<file path="src/rtl/rv32i_pkg.sv">
// Shared RV32I definitions: opcodes, ALU op selects, operand-1 selects and the
// decoded bundle that the decode stage registers.
package rv32i_pkg;

    localparam logic [6:0] OPC_OP     = 7'b0110011;
    localparam logic [6:0] OPC_OP_IMM = 7'b0010011;
    localparam logic [6:0] OPC_LOAD   = 7'b0000011;
    localparam logic [6:0] OPC_STORE  = 7'b0100011;
    localparam logic [6:0] OPC_BRANCH = 7'b1100011;
    localparam logic [6:0] OPC_JAL    = 7'b1101111;
    localparam logic [6:0] OPC_JALR   = 7'b1100111;
    localparam logic [6:0] OPC_LUI    = 7'b0110111;
    localparam logic [6:0] OPC_AUIPC  = 7'b0010111;

    localparam logic [2:0] ALU_ADD  = 3'b000;
    localparam logic [2:0] ALU_SLL  = 3'b001;
    localparam logic [2:0] ALU_SLT  = 3'b010;
    localparam logic [2:0] ALU_SLTU = 3'b011;
    localparam logic [2:0] ALU_XOR  = 3'b100;
    localparam logic [2:0] ALU_SR   = 3'b101;
    localparam logic [2:0] ALU_OR   = 3'b110;
    localparam logic [2:0] ALU_AND  = 3'b111;

    typedef enum logic [1:0] {
        OP1_RS1  = 2'b00,
        OP1_PC   = 2'b01,
        OP1_ZERO = 2'b10
    } op1_sel_e;

    typedef struct packed {
        logic [2:0]  opsel;
        logic        sub;
        logic        is_unsigned;
        logic        arith;
        op1_sel_e    op1_sel;
        logic        op2_imm;
        logic [31:0] imm;
        logic [4:0]  rs1;
        logic [4:0]  rs2;
        logic [4:0]  rd;
        logic        rd_wen;
        logic        branch;
        logic        jal;
        logic        jalr;
        logic        mem_rd;
        logic        mem_wr;
        logic [2:0]  funct3;
        logic        illegal;
    } dec_t;

endpackage

</file>
<file path="src/rtl/rv32i_imm_gen.sv">
// Combinational RV32I immediate extraction; format chosen from the opcode.
// Shift-immediates yield the zero-extended shamt so funct7 never leaks into it.
module rv32i_imm_gen
    import rv32i_pkg::*;
(
    input  logic [31:0] inst,
    output logic [31:0] imm
);

    logic [2:0] funct3;
    assign funct3 = inst[14:12];

    always_comb begin
        imm = 32'd0;
        case (inst[6:0])
            OPC_OP_IMM: begin
                if (funct3 == 3'b001 || funct3 == 3'b101) begin
                    imm = {27'd0, inst[24:20]};
                end else begin
                    imm = {{20{inst[31]}}, inst[31:20]};
                end
            end
            OPC_LOAD, OPC_JALR: imm = {{20{inst[31]}}, inst[31:20]};
            OPC_STORE:          imm = {{20{inst[31]}}, inst[31:25], inst[11:7]};
            OPC_BRANCH:         imm = {{19{inst[31]}}, inst[31], inst[7], inst[30:25], inst[11:8], 1'b0};
            OPC_JAL:            imm = {{11{inst[31]}}, inst[31], inst[19:12], inst[20], inst[30:21], 1'b0};
            OPC_LUI, OPC_AUIPC: imm = {inst[31:12], 12'd0};
            default:            imm = 32'd0;
        endcase
    end

endmodule

</file>
<file path="src/rtl/rv32i_decode_stage.sv">
// Registered RV32I decode stage between fetch and execute (valid/ready + flush).
// Define RV32I_DECODE_ILLEGAL_EN to enable illegal-encoding detection.
module rv32i_decode_stage
    import rv32i_pkg::*;
(
    input  logic        i_clk,
    input  logic        i_rst_n,
    input  logic        i_flush,
    input  logic        i_valid,
    output logic        o_ready,
    input  logic [31:0] i_inst,
    input  logic [31:0] i_pc,
    output logic        o_valid,
    input  logic        i_ready,
    output logic [31:0] o_pc,
    output logic [2:0]  o_opsel,
    output logic        o_sub,
    output logic        o_unsigned,
    output logic        o_arith,
    output logic [1:0]  o_op1_sel,
    output logic        o_op2_imm,
    output logic [31:0] o_imm,
    output logic [4:0]  o_rs1,
    output logic [4:0]  o_rs2,
    output logic [4:0]  o_rd,
    output logic        o_rd_wen,
    output logic        o_branch,
    output logic        o_jal,
    output logic        o_jalr,
    output logic        o_mem_rd,
    output logic        o_mem_wr,
    output logic [2:0]  o_funct3,
    output logic        o_illegal
);

    // Handshake: a transfer happens on a rising edge where valid and ready are
    // both high; the bundle is held stable while o_valid & !i_ready, and flush
    // drops both the held and the incoming instruction.

    logic [6:0]  opcode;
    logic [2:0]  funct3;
    logic [31:0] imm;
    logic        rd_write;
    logic        load;
    dec_t        dec;
    dec_t        q;
    logic [31:0] pc_q;
    logic        valid_q;

    assign opcode = i_inst[6:0];
    assign funct3 = i_inst[14:12];

    rv32i_imm_gen u_imm_gen (
        .inst (i_inst),
        .imm  (imm)
    );

`ifdef RV32I_DECODE_ILLEGAL_EN
    logic [6:0] funct7;
    logic       illegal;
    assign funct7 = i_inst[31:25];

    always_comb begin
        illegal = 1'b0;
        case (opcode)
            OPC_OP: illegal = !((funct7 == 7'b0000000) ||
                                (funct7 == 7'b0100000 && (funct3 == 3'b000 || funct3 == 3'b101)));
            OPC_OP_IMM: begin
                if (funct3 == 3'b001) begin
                    illegal = (funct7 != 7'b0000000);
                end else if (funct3 == 3'b101) begin
                    illegal = !(funct7 == 7'b0000000 || funct7 == 7'b0100000);
                end
            end
            OPC_BRANCH: illegal = (funct3 == 3'b010 || funct3 == 3'b011);
            OPC_LOAD:   illegal = (funct3 == 3'b011 || funct3[2:1] == 2'b11);
            OPC_STORE:  illegal = (funct3 > 3'b010);
            OPC_JALR:   illegal = (funct3 != 3'b000);
            OPC_LUI, OPC_AUIPC, OPC_JAL: illegal = 1'b0;
            default:    illegal = 1'b1;
        endcase
    end
`endif

    always_comb begin
        dec        = '0;
        dec.imm    = imm;
        dec.rs1    = i_inst[19:15];
        dec.rs2    = i_inst[24:20];
        dec.rd     = i_inst[11:7];
        dec.funct3 = funct3;
        rd_write   = 1'b0;
        case (opcode)
            OPC_OP: begin
                dec.opsel       = funct3;
                dec.sub         = (funct3 == 3'b000) && i_inst[30];
                dec.arith       = (funct3 == 3'b101) && i_inst[30];
                dec.is_unsigned = (funct3 == 3'b011);
                rd_write        = 1'b1;
            end
            OPC_OP_IMM: begin
                dec.opsel       = funct3;
                dec.arith       = (funct3 == 3'b101) && i_inst[30];
                dec.is_unsigned = (funct3 == 3'b011);
                dec.op2_imm     = 1'b1;
                rd_write        = 1'b1;
            end
            OPC_BRANCH: begin
                dec.opsel       = ALU_SLT;
                dec.is_unsigned = funct3[1];
                dec.branch      = 1'b1;
            end
            OPC_LOAD: begin
                dec.op2_imm = 1'b1;
                dec.mem_rd  = 1'b1;
                rd_write    = 1'b1;
            end
            OPC_STORE: begin
                dec.op2_imm = 1'b1;
                dec.mem_wr  = 1'b1;
            end
            OPC_JAL: begin
                dec.op1_sel = OP1_PC;
                dec.op2_imm = 1'b1;
                dec.jal     = 1'b1;
                rd_write    = 1'b1;
            end
            OPC_JALR: begin
                dec.op2_imm = 1'b1;
                dec.jalr    = 1'b1;
                rd_write    = 1'b1;
            end
            OPC_AUIPC: begin
                dec.op1_sel = OP1_PC;
                dec.op2_imm = 1'b1;
                rd_write    = 1'b1;
            end
            OPC_LUI: begin
                dec.op1_sel = OP1_ZERO;
                dec.op2_imm = 1'b1;
                rd_write    = 1'b1;
            end
            default: ;
        endcase
`ifdef RV32I_DECODE_ILLEGAL_EN
        dec.illegal = illegal;
        if (illegal) begin
            rd_write   = 1'b0;
            dec.mem_rd = 1'b0;
            dec.mem_wr = 1'b0;
            dec.branch = 1'b0;
            dec.jal    = 1'b0;
            dec.jalr   = 1'b0;
        end
`endif
        dec.rd_wen = rd_write && (dec.rd != 5'd0);
    end

    assign o_ready = !valid_q || i_ready;
    assign load    = i_valid && o_ready && !i_flush;

    always_ff @(posedge i_clk or negedge i_rst_n) begin
        if (!i_rst_n) begin
            valid_q <= 1'b0;
        end else if (i_flush) begin
            valid_q <= 1'b0;
        end else if (load) begin
            valid_q <= 1'b1;
        end else if (i_ready) begin
            valid_q <= 1'b0;
        end
    end

    // Payload only moves on load so a flushed or drained bundle keeps its data.
    always_ff @(posedge i_clk or negedge i_rst_n) begin
        if (!i_rst_n) begin
            q    <= '0;
            pc_q <= 32'd0;
        end else if (load) begin
            q    <= dec;
            pc_q <= i_pc;
        end
    end

    assign o_valid    = valid_q;
    assign o_pc       = pc_q;
    assign o_opsel    = q.opsel;
    assign o_sub      = q.sub;
    assign o_unsigned = q.is_unsigned;
    assign o_arith    = q.arith;
    assign o_op1_sel  = q.op1_sel;
    assign o_op2_imm  = q.op2_imm;
    assign o_imm      = q.imm;
    assign o_rs1      = q.rs1;
    assign o_rs2      = q.rs2;
    assign o_rd       = q.rd;
    assign o_rd_wen   = q.rd_wen;
    assign o_branch   = q.branch;
    assign o_jal      = q.jal;
    assign o_jalr     = q.jalr;
    assign o_mem_rd   = q.mem_rd;
    assign o_mem_wr   = q.mem_wr;
    assign o_funct3   = q.funct3;
    assign o_illegal  = q.illegal;

endmodule

</file>
<file path="config.mk">
export PLATFORM = sky130hd
export DESIGN_NAME = rv32i_decode_stage
export DESIGN_NICKNAME = d
export VERILOG_FILES = /design/src/rtl/rv32i_pkg.sv /design/src/rtl/rv32i_imm_gen.sv /design/src/rtl/rv32i_decode_stage.sv
export SDC_FILE = /design/constraint.sdc
export NUM_CORES = 1
export LEC_CHECK = 0
export BUFFER_PORTS_ARGS = -buffer_cell sky130_fd_sc_hd__buf_2
export CORE_ASPECT_RATIO = 1.25
export CORE_MARGIN = 3
export CORE_UTILIZATION = 50
export CTS_CLUSTER_DIAMETER = 30
export CTS_CLUSTER_SIZE = 12
export DETAILED_ROUTE_END_ITERATION = 8
export GPL_TIMING_DRIVEN = 0
export PLACE_DENSITY_LB_ADDON = 0.3
export SYNTH_ARGS = -nofsm -noshare
export SYNTH_HDL_FRONTEND = slang
export SYNTH_SLANG_ARGS = --single-unit
</file>
<file path="constraint.sdc">
create_clock -name i_clk -period 3 [get_ports i_clk]
set_input_delay 0.6 -clock i_clk [delete_from_list [all_inputs] [get_ports i_clk]]
set_output_delay 0.6 -clock i_clk [all_outputs]
set_load 0.01 [all_outputs]
</file>
* Yosys cells after proc, flatten, opt, wreduce, memory -nomap -nowiden
Cells that the tools add are included.
** Storage, ports and cells
- Output and inout bits :: 100
- Word-level logic and storage cells :: 66
- Flip-flop bits (word level) :: 98
- Input port bits :: 69
** Operators by class
- Eq/ne operators :: 12
- Muxes and demuxes :: 17
- Reductions and logical operators :: 18
** Operators by type and width (count)
- $pmux W32 S6 :: 1
- $mux W32 :: 1
- $eq A7 B6 Y1 const B :: 3
- $eq A7 B7 Y1 const B :: 3
- $eq A7 B5 Y1 const B :: 2
- $reduce_or A7 Y1 :: 2
- $mux W1 :: 12
- $reduce_or A2 Y1 :: 4
- $eq A7 B2 Y1 const B :: 1
- $pmux W3 S2 :: 1
- $logic_and A1 B1 Y1 :: 5
- $reduce_bool A5 Y1 :: 1
- $pmux W2 S2 :: 1
- $eq A3 B1 Y1 const B :: 1
- $eq A3 B2 Y1 const B :: 1
- $eq A3 B3 Y1 const B :: 1
- $logic_not A3 Y1 :: 1
- $reduce_bool A3 Y1 :: 1
- $logic_not A1 Y1 :: 2
- $logic_or A1 B1 Y1 :: 2
- $pmux W1 S2 :: 1

* Longest topological paths before layout
- Word-level depth :: 6
- Depth in mapped cells :: 8
- Gate-level depth less buffers :: 5

* By module
Synthesis repeated with hierarchy kept, for this count alone.
** Second synthesis, totals
- Cell total of the unflattened synthesis :: 320
- Area total of the unflattened synthesis :: 4468.0 um2
** Modules (own cells, without submodules)
- rv32i_decode_stage :: cells each 258, area an instance 3988.8 um2, instances 1, seq. area each 2452.4 um2
- rv32i_imm_gen :: cells each 62, area an instance 479.2 um2, instances 1, seq. area each 0.0 um2

* Worst setup path after synthesis
OpenSTA, ideal clock, no wires.
- Path type :: input -> register
- Start :: input port i_inst[2]
- End :: register q (netlist bit o_imm[20])
- Stages on the path :: 7
- Path slack :: 1.076 ns
- Buffers on the path :: 2
- Arrival :: 1.837 ns
- Setup time :: 0.087 ns
- Required time :: 2.913 ns
- Cell sequence :: buf_4 -> or2_4 -> a211o_1 -> or3b_1 -> a31oi_1 -> buf_6 -> a211oi_2
** Between the ends
- Cells in the longest elaborated chain, start to end :: 3
- Elaborated cells between the ends (all ways) :: 11
- Classes of those cells :: 8 x eq/ne; 1 x mux; 2 x reduce/logical
** Ends and longest elaborated chain
- start: declaration :: line rv32i_decode_stage.sv:11 : input logic [31:0] i_inst,
- $eq A7 B6 Y1, or another cell as far along :: line rv32i_imm_gen.sv:15 : case (inst[6:0])
- $reduce_or A2 Y1 :: line rv32i_imm_gen.sv:15
- $pmux W32 S6 (*) :: line rv32i_imm_gen.sv:15
- end signal: assignment :: line rv32i_decode_stage.sv:177 : q <= '0;
- end signal: assignment :: line rv32i_decode_stage.sv:180 : q <= dec;
- end: declaration :: line rv32i_decode_stage.sv:46 : dec_t q;
Mark *: on every way between the ends. The rest lies on a longest branch, timed or not.
A chain may end at the register's enable or synchronous reset.

* Worst setup path in the final report
- Start :: register valid_q, in the netlist o_valid
- End :: register q (netlist bit o_rs2[0])
** Between the ends
- Cells in the longest elaborated chain, start to end :: 4
** Ends and longest elaborated chain
- start: declaration :: line rv32i_decode_stage.sv:48 : logic valid_q;
- start signal: assignment :: line rv32i_decode_stage.sv:164 : valid_q <= 1'b0;
- start signal: assignment :: line rv32i_decode_stage.sv:166 : valid_q <= 1'b0;
- start signal: assignment :: line rv32i_decode_stage.sv:168 : valid_q <= 1'b1;
- $logic_not A1 Y1 :: line rv32i_decode_stage.sv:159 : assign o_ready = !valid_q || i_ready;
- $logic_or A1 B1 Y1 :: line rv32i_decode_stage.sv:159
- $logic_and A1 B1 Y1 (2 in a row) :: line rv32i_decode_stage.sv:160 : assign load = i_valid && o_ready && !i_flush;
Every way passes these cells.

==> qor.txt <==
Status: complete, no violations
Longest Clk Path Bufs: 2
RD Place Congestion: 0.925
Syn Nets: 535
Sequential area share after synthesis: 58.7%
Worst R2R Setup Slack: 0.93 ns
Fraction of layout cells with a size suffix above 1: 31.6%
Synth Instances: 466
Worst-Margin Slew: 0.574 ns
Post-Syn Area per Cell: 8.96 um^2
CTS HTree Levels: 3
Total placed cells including tap cells: 725
CP Max Fanout: 10
Vias in the first global route: 3667
Drt via density: 5.23
Flop and latch count out of synthesis: 98
Yosys top cell area share: 58.7%
Critical path class: reg2reg
Most used DFF post-synth: dfrtp_1
Area growth syn-to-layout: 28.6%
Antenna cells: 0
Commonest non-fill, non-tap cell in the layout: nand2_1
Clk sink count: 98
CP Data Required Time: 3.29 ns
Most frequent cells in the layout: 208 x nand2_1, 166 x buf_2, 98 x dfrtp_1
Critical path origin: o_valid$_DFFE_PN0P_
Gr usage total: 24.4%
Hold Crit Class: in2async
Grt ovf: 0
Max Clock Freq: 483 MHz
Post-route ant nets: 0
Crit path DAT: 2.36 ns
Max-cap violation count: 0
Final net count: 710
Ys async rst share: 100%
Power density over cell area: 569 mW/mm^2
Worst setup margin: 0.930 ns
Core Region: 0.00797 mm^2
Max IR drop VDD: 0.422 mV
Die Span Y: 108 um
Number of buffers added on ports: 163
Initial core utilization: 52.4%
Largest net degree at the start of global routing: 56
CTS tree: done
DR WL/cell: 15.1 um
Pre-CTS setup slack: 0.683 ns
Crit path capture: o_rs2[0]$_DFFE_PN0P_
DRC violations left: 0
First-pass GRT wire length: 18100 um
Crit Reg-Reg Startpoint: o_valid$_DFFE_PN0P_
Worst reg2reg endpoint: o_rs2[0]$_DFFE_PN0P_
Leak pwr: 2.96 nW
Slew Limit Headroom: 61.8%
Ports: 169
Crit path time final: 2.07 ns
Die Wd: 87.7 um
Resized cells post-CTS: 0
Post-cts hold buffer count: 0
DR iter-0 viols: 320
Post-synth EDFFs: 0
Root Buffer: clkbuf_8
Synth warn: 0
RSZ-0062 raised after global routing: false
Fin crit share: 69.0%
Fin. Hold Viols: 0
Die Footprint: 0.00949 mm^2
WHS: 0.226 ns
Final cell count without fillers: 741
Worst Clk Skew: 0.00443 ns
Fin. max-slew vios: 0
Clock slew at reported path FFs: 0.09 ns
Via count: 3874
Initial antenna violation count: 0
Setup bufs post-CTS: 0
Final Cell Area: 0.00537 mm^2
Area after DPL: 0.00514 mm^2
Final wirelength: 11200 um
Num rows: 36
Synth cell types: 41
Dpl hpwl: 8630 um
Later-pin clock latency in the skew report: 0.35 ns
Setup crit end kind: flop
Top post-synthesis cells by area: dfrtp_1 59%, nand2_1 19%, a211oi_2 3.0%
Final setup TNS: 0 ns
1st-pass router iterations: 4
R2R cell count: 7
Post-Synthesis Cell Area: 0.00418 mm^2
Worst Setup Start Kind: flop
Largest area contributor in the netlist: dfrtp_1
Count of final setup violators: 0
Cts bufs inserted: 9
cell type report:
class | instances | area, um^2
flip-flops and latches | 98 | 2450
well taps | 95 | 119
repair buffers | 164 | 846
clock inverters | 6 | 90.1
inverters | 3 | 11.3
multi-input cells | 335 | 1560
plain buffers | 30 | 148
clock buffers | 10 | 138
fillers | 695 | 2610
power breakdown:
| group | switching, mW | internal [mW] | leakage [nW] |
|---|---|---|---|
| sequential | 0.0759 | 1.46 | 1.26 |
| clock | 0.448 | 0.494 | 0.112 |
| combinational | 0.343 | 0.230 | 1.59 |
| total | 0.867 | 2.19 | 2.96 |
cells by family after synthesis:
family	synth area share [%]
buffers and inverters	3.81
DFF	58.7
AOI/OAI and AO/OA	9.20
and+or+nand+nor	28.2
other	0.0898
metrics by stage:
step	utilization, %	total power [mW]
after detailed placement	64.5	2.15
after CTS	67.3	3.09
final	67.3	3.06
after global routing	67.3	3.21
after global placement	64.1	2.12
after floorplan	-	1.84
worst min-delay path by stage:
stage	start	endpoint	slack, ns	cells after the start
2_1_floorplan	i_rst_n	o_arith$_DFFE_PN0P_	0.30	0
3_3_place_gp	o_jalr$_DFFE_PN0P_	o_jalr$_DFFE_PN0P_	0.45	2
3_5_place_dp	o_opsel[2]$_DFFE_PN0P_	o_opsel[2]$_DFFE_PN0P_	0.46	2
4_1_cts	i_rst_n	o_pc[21]$_DFFE_PN0P_	0.24	1
5_1_grt	i_rst_n	o_imm[24]$_DFFE_PN0P_	0.27	1
6_report	i_rst_n	o_imm[6]$_DFFE_PN0P_	0.23	1
cells in the mapped netlist, types with 3 or more instances:
cell type,n
a221oi_1,4
nand2_1,208
nor2_1,31
buf_4,4
o21ai_0,11
buf_2,4
nand3_1,23
dfrtp_1,98
a211oi_2,10
a31oi_1,4
a21oi_1,11
inv_1,3
clkbuf_1,19
flip-flops by register name, summed over array words and instances, names as in the netlist, 2 cells and up:
name / count
o_imm: 32
o_pc: 32
o_funct3: 3
o_rs1: 5
o_op1_sel: 2
o_opsel: 3
o_rs2: 5
o_rd: 5
critical path: stages (launching register included):
cell and delay, ns:
dfrtp_1 0.38, nor2b_1 0.15, nor3b_1 0.22, clkbuf_1 0.48
buf_2 0.33, buf_2 0.27, nand2_1 0.10, nand2_1 0.08
routing by layer:
metal / share of wire, % / GRT usage [%]
met3: 7.6 / 5.34
met2: 49 / 38.2
met1: 41 / 32.5
met4: 2.5 / 10.5
met5: 0 / 0
Note: power is estimated with default switching activity, not from simulation.
